File: config.mk
export PLATFORM = sky130hd
export DESIGN_NAME = mpc_dense_constraint_input_bounds
export DESIGN_NICKNAME = d
export VERILOG_FILES = /design/src/rtl/mpc_dense_constraint_input_bounds.sv
export SDC_FILE = /design/constraint.sdc
export NUM_CORES = 1
export LEC_CHECK = 0
export ABC_AREA = 1
export CORE_ASPECT_RATIO = 1.1
export CORE_MARGIN = 2
export CORE_UTILIZATION = 51
export CTS_BUF_LIST = sky130_fd_sc_hd__clkbuf_8 sky130_fd_sc_hd__clkbuf_16
export CTS_CLUSTER_DIAMETER = 50
export DETAILED_ROUTE_END_ITERATION = 12
export PLACE_DENSITY = 0.88
export RECOVER_POWER = 100
export SLEW_MARGIN = 20
export SYNTH_ARGS = -nofsm -noshare
export SYNTH_HDL_FRONTEND = slang
export SYNTH_SLANG_ARGS = --single-unit
export TNS_END_PERCENT = 5
File: constraint.sdc
create_clock -name ap_clk -period 2.7 [get_ports ap_clk]
set_input_delay 0.54 -clock ap_clk [delete_from_list [all_inputs] [get_ports ap_clk]]
set_output_delay 0.54 -clock ap_clk [all_outputs]
set_load 0.02 [all_outputs]
File: src/rtl/mpc_dense_constraint_input_bounds.sv
// Writes the input-bound margins u_max-u_prev / u_prev-u_min into h[H_OFFSET..H_OFFSET+2*HORIZON-1].
// Optional build macro MPC_HBOUND_SAT_EN clamps each difference to the DW-bit range instead of wrapping.
module mpc_dense_constraint_input_bounds #(
  parameter int H_OFFSET = 6,
  parameter int HORIZON  = 6,
  parameter int DW       = 21
) (
  input  logic          ap_clk,
  input  logic          ap_rst,
  input  logic          ap_start,
  output logic          ap_done,
  output logic          ap_idle,
  output logic          ap_ready,
  input  logic [DW-1:0] u_max,
  input  logic [DW-1:0] u_min,
  input  logic [DW-1:0] u_prev,
  output logic [4:0]    h_address0,
  output logic          h_ce0,
  output logic          h_we0,
  output logic [DW-1:0] h_d0
);

  localparam int IW = (2 * HORIZON > 1) ? $clog2(2 * HORIZON) : 1;
  localparam logic [IW-1:0] IDX_LAST = IW'(2 * HORIZON - 1);

  typedef enum logic [1:0] {
    IDLE,
    RUN,
    DONE
  } state_t;

  state_t        state_q, state_d;
  logic [IW-1:0] idx_q;
  logic [DW-1:0] upper_q, lower_q;
  logic [4:0]    addr_q;
  logic [DW-1:0] data_q;

  logic [DW:0]   diff_upper, diff_lower;
  logic [DW-1:0] upper_new, lower_new;

  assign diff_upper = {u_max[DW-1], u_max} - {u_prev[DW-1], u_prev};
  assign diff_lower = {u_prev[DW-1], u_prev} - {u_min[DW-1], u_min};

`ifdef MPC_HBOUND_SAT_EN
  // A disagreement between the two top bits means the DW+1-bit result left the DW-bit range.
  function automatic logic [DW-1:0] reduce(input logic [DW:0] v);
    if (v[DW] != v[DW-1])
      return v[DW] ? {1'b1, {(DW-1){1'b0}}} : {1'b0, {(DW-1){1'b1}}};
    return v[DW-1:0];
  endfunction

  assign upper_new = reduce(diff_upper);
  assign lower_new = reduce(diff_lower);
`else
  logic unused_diff_msb;

  assign upper_new       = diff_upper[DW-1:0];
  assign lower_new       = diff_lower[DW-1:0];
  assign unused_diff_msb = diff_upper[DW] ^ diff_lower[DW];
`endif

  always_comb begin
    state_d = state_q;
    case (state_q)
      IDLE:    if (ap_start) state_d = RUN;
      RUN:     if (idx_q == IDX_LAST) state_d = DONE;
      DONE:    state_d = IDLE;
      default: state_d = IDLE;
    endcase
  end

  // Address and data are registered one step ahead so they are valid in the same cycle as we.
  always_ff @(posedge ap_clk or posedge ap_rst) begin
    if (ap_rst) begin
      state_q <= IDLE;
      idx_q   <= '0;
      upper_q <= '0;
      lower_q <= '0;
      addr_q  <= '0;
      data_q  <= '0;
    end else begin
      state_q <= state_d;
      case (state_q)
        IDLE: begin
          if (ap_start) begin
            upper_q <= upper_new;
            lower_q <= lower_new;
            idx_q   <= '0;
            addr_q  <= 5'(H_OFFSET);
            data_q  <= upper_new;
          end
        end
        RUN: begin
          if (idx_q != IDX_LAST) begin
            idx_q  <= idx_q + 1'b1;
            addr_q <= addr_q + 5'd1;
            data_q <= idx_q[0] ? upper_q : lower_q;
          end
        end
        default: ;
      endcase
    end
  end

  assign ap_idle    = (state_q == IDLE);
  assign ap_done    = (state_q == DONE);
  assign ap_ready   = (state_q == DONE);
  assign h_ce0      = (state_q == RUN);
  assign h_we0      = (state_q == RUN);
  assign h_address0 = addr_q;
  assign h_d0       = data_q;

endmodule

Word-level counts from Yosys, hierarchy flattened:

Index checks and enable logic that the tools add are counted.

* flip-flop bits (word level): 74
* input bits: 66
* output and inout bits: 31
* word-level logic and storage cells: 35

* add/subtract/negate cells: 4
* equal/unequal tests: 7
* muxes and demuxes: 13
* reduce and logical (&&, ||, !) cells: 5

Operators with widths (number)
* $mux 21: 3
* $pmux 21 s2: 1
* $sub 21x21->21: 2
* $mux 5: 2
* $pmux 5 s2: 1
* $mux 4: 2
* $pmux 4 s2: 1
* $add 5x1->5 const B: 1
* $add 4x1->4 const B: 1
* $eq 4x4->1 const B: 1
* $mux 2: 2
* $ne 2x1->1 const B: 2
* $ne 4x4->1 const B: 1
* $pmux 2 s2: 1
* $reduce_and 2->1: 2
* $reduce_and 3->1: 1
* $eq 2x1->1 const B: 1
* $eq 2x2->1 const B: 1
* $logic_not 2->1: 1
* $ne 2x2->1 const B: 1
* $reduce_bool 2->1: 1

Longest topological paths before layout:

* depth in word-level cells: 3
* depth in mapped cells: 15
* mapped depth without buffers: 15

Least setup slack after synthesis:

Ideal clock, no wire load.

* path type: input port to flip-flop
* start: input u_max[0]
* end: register data_q[14] (netlist: h_d0[14])
* setup time: 0.117 ns
* arrival: 1.892 ns
* required time: 2.583 ns
* slack: 0.691 ns
* stages: 13
* path buffers: 0
* cell sequence: inv_1 ha_1 fa_1 inv_1 nand3_1 nand3_1 nand2_1 nand2_1 nand2_1 nand3_1 nand3_1 nand3_1 nand2_1

* cells in the longest elaborated chain, start to end: 3

Ends and longest elaborated chain
* start, declared: RTL line 14 `input logic [DW-1:0] u_max,`
* $sub 21x21->21: RTL line 41 `assign diff_upper = {u_max[DW-1], u_max} - {u_prev[DW-1], u_prev};`
* $mux 21: RTL line 85 `if (ap_start) begin`
* $pmux 21 s2: RTL line 83 `case (state_q)`
* end signal, assigned: RTL line 90 `data_q <= upper_new;`
* end signal, assigned: RTL line 97 `data_q <= idx_q[0] ? upper_q : lower_q;`
* end, declared: RTL line 36 `logic [DW-1:0] data_q;`

No other way between the ends. The select of a mux whose other input is x is not followed.
A chain may end at the register's enable or synchronous reset.

Final worst setup path:

* start: input u_max[0]
* end: register data_q[16] (netlist: h_d0[16])

Same word-level chain as after synthesis.

==> impl_results.md <==
- Status: finished with violations
- Failing checks: capacitance limit, slew limit
- Xor-xnor portion of the synthesized cell area: 2.19%
- Yosys reg bits: 74
- Post-route DRC: 0
- Pin count of the biggest net entering global routing: 75
- MaxCap Viol Count: 1
- Synth Area in Simple Gates: between 30% and 40%
- NetSw: between 2 and 3 mW
- Initial antenna violation count: 0
- Detailed Place HPWL: 13,200 um
- Synth cell types: 40
- Die Wd: around 110 um
- Vias: 6,382
- Root buffer cell: clkbuf_16
- DR pass1 iterations: 6
- Synth warn: 0
- Post-synthesis compound-gate area fraction: approximately 12%
- ANT cells: 0
- Syn Inst Count: 907
- Type of origin of the critical path: input pin
- Period utilization: 92.0%
- Mux contribution to synthesized area: 0%
- Sw Share: 42.3%
- IO Count: just under 100
- Total core area: 11,500 um2
- Die height: 118 um
- Clock skew: 0.00527 ns
- GPL Wtd Cong: between 1 and 1.5
- Row count: 41
- Yosys top cell area share: 30.9%
- Commonest cells after routing, fill and taps aside: nand2_1 (287), inv_1 (144), dfrtp_1 (74)
- Clock share of power: 20.7%
- Routed WL: between 15,000 and 20,000 um
- RSZ-0062 raised after global routing: no
- Worst EP arrival: ~2.7 ns
- Clock Tree Buf Depth: 2
- Max frequency: 402 MHz
- Final hold vios: 0
- IO Port Bufs: 96
- Syn nets: 1,017
- Flop pwr share: 31.8%
- Die Area: ~13,000 um2
- Sequential area share after synthesis: 30.9%
- H-tree levels: 3
- Fraction of layout cells with a size suffix above 1: 5.91%
- Fin Hold WS: 0.474 ns
- Synth-to-Final Area Change: 24.7%
- Synth area leader: dfrtp_1
- Static Leak: 3.98 nW
- Pint: around 3.7 mW
- Post-CTS Hold Fix Bufs: 0
- Fin crit period: 2.48 ns
- Worst R2R Setup Slack: 0.34 ns
- Layout Cells excl Fill: 1,165
- Kind of critical path: input pin to register
- Clk sinks: 74
- WP data required: 2.93 ns
- Vias in the first global route: approximately 6,100
- Slew HR: -19.8%
- Final nets: about 1,100
- Power per cell area: 848 nW/um2
- Synth area leaders: dfrtp_1 (31%), nand2_1 (18%), inv_1 (9.0%)
- Hold Path Class: register to register
- Most common cell after layout, fill and taps aside: nand2_1
- Setup-failing EPs final: 0
- Post-cts resize count: 0
- Final Max Tran Viols: 75
- CP Max Fanout: 4
- Crit. End Element: register
- Vias per cell: 5.48
- Total GRT Usage: 28.3%
- First-pass GRT wire length: 28,600 um
- VDD IR-drop max: 0.000562 V
- Total gr overflow: 0
- Wire length per cell: 14.8 um
- Combinational share of power: a little under half
- Worst-path clk slew: 0.06 ns
- Synth Area in Adders: 9.44%
- Placed cells: 1,149
- Total CTS buffers: 9
- Setup Buffers After CTS: 0
- Routed Antenna Nets: 0
- Clk Latency, worst-skew pair: between 0.3 and 0.4 ns
- Slew @ Worst Pin: 1.80 ns
- Starting density of the core: 52.1%
- Combinational family with the most area after synthesis: simple AND/OR/NAND/NOR gates
- Post-Syn Area: 5990 um2
- Mean post-synth cell area: 6.61 um2
- Initial DRC Count: 566
- CTS tree: done
==> power groups by stage <==
stage / clock network [mW] / registers [mW] / logic [mW]
global placement: 0 / 2.00 / 3.01
CTS: 1.32 / 2.01 / 3.12
global route: 1.37 / 2.06 / 3.37
detailed placement: 0 / 2.02 / 3.09
floorplan: 0 / 2.15 / 1.86
finish: 1.31 / 2.01 / 3.01
==> sequential cells by signal (all words and copies together), names as in the netlist <==
register,cells
h_address0,5
h_d0,21
idx_q,4
lower_q,21
state_q,2
upper_q,21
==> metal layers <==
metal	track usage, %	routed length (um)	vias up
met4	13.0	667	0
met3	4.76	1160	61
met5	0	0	-
met1	35.4	7030	2925
met2	47.3	8360	297
li1	-	-	3099
==> synth_stat cells (all sizes together) <==
master,n
o21a,4
o311ai,1
nor2,69
nand2,293
o21bai,6
xor2,12
or2,4
nand3b,10
nor3,7
clkbuf,6
a21o,2
and2,2
inv,148
xnor2,3
fa,2
o211ai,5
clkinv,1
nand3,75
a21oi,47
buf,17
dfrtp,74
nand4,11
ha,42
o31ai,1
o21ai,56
a31oi,9
==> through the flow <==
stage | power, mW | util, % | cell area, um2 | worst slack (ns) | setup TNS [ns]
floorplan | 4.00 | - | 5990 | 0.278 | 0
global placement | 5.00 | 62.6 | 7190 | 0.0439 | 0
detailed placement | 5.11 | 62.6 | 7190 | -0.0244 | -0.0428
CTS | 6.45 | 65.4 | 7520 | 0.292 | 0
global route | 6.80 | 65.0 | 7470 | 0.0642 | 0
finish | 6.33 | 65.0 | 7470 | 0.215 | 0
==> path summary, 6_finish.rpt <==
check	to	cells past startpoint	from
min reg2reg	h_d0[15]	2	h_d0[15]
max reg2reg	h_d0[3]	5	state_q[1]
min	h_d0[15]	2	h_d0[15]
min in group asynchronous	idx_q[2]	3	ap_rst
max in group asynchronous	upper_q[15]	3	ap_rst
max	h_d0[16]	14	u_max[0]
==> kinds of logic (layout without fill, tap and decap cells) <==
family | after synthesis | after routing
xor+xnor | 15 | 15
fa+ha+maj | 44 | 44
flops | 74 | 74
buf+inv | 172 | 280
compound gates | 131 | 131
simple gates | 471 | 471
==> critical path, stage by stage <==
cell and delay, ns:
dlygate4sd3_1 0.52, inv_1 0.04, ha_1 0.21, fa_1 0.43, inv_1 0.10, nand3_1 0.07
nand3_1 0.17, nand2_1 0.07, nand2_1 0.12, nand2_1 0.09, nand3_1 0.09, nand3_1 0.09
nand3_1 0.11, nand2_1 0.05
==> area by class of cell <==
type | count | area, um2
Timing Repair Buffer | 115 | 1100
Fill cell | 1013 | 4020
Clock buffer | 9 | 225
Clock inverter | 7 | 101
Sequential cell | 74 | 1850
Inverter | 149 | 559
Multi-Input combinational cell | 661 | 3440
Tap cell | 150 | 188
No activity file was read; power rests on OpenSTA's default activity.
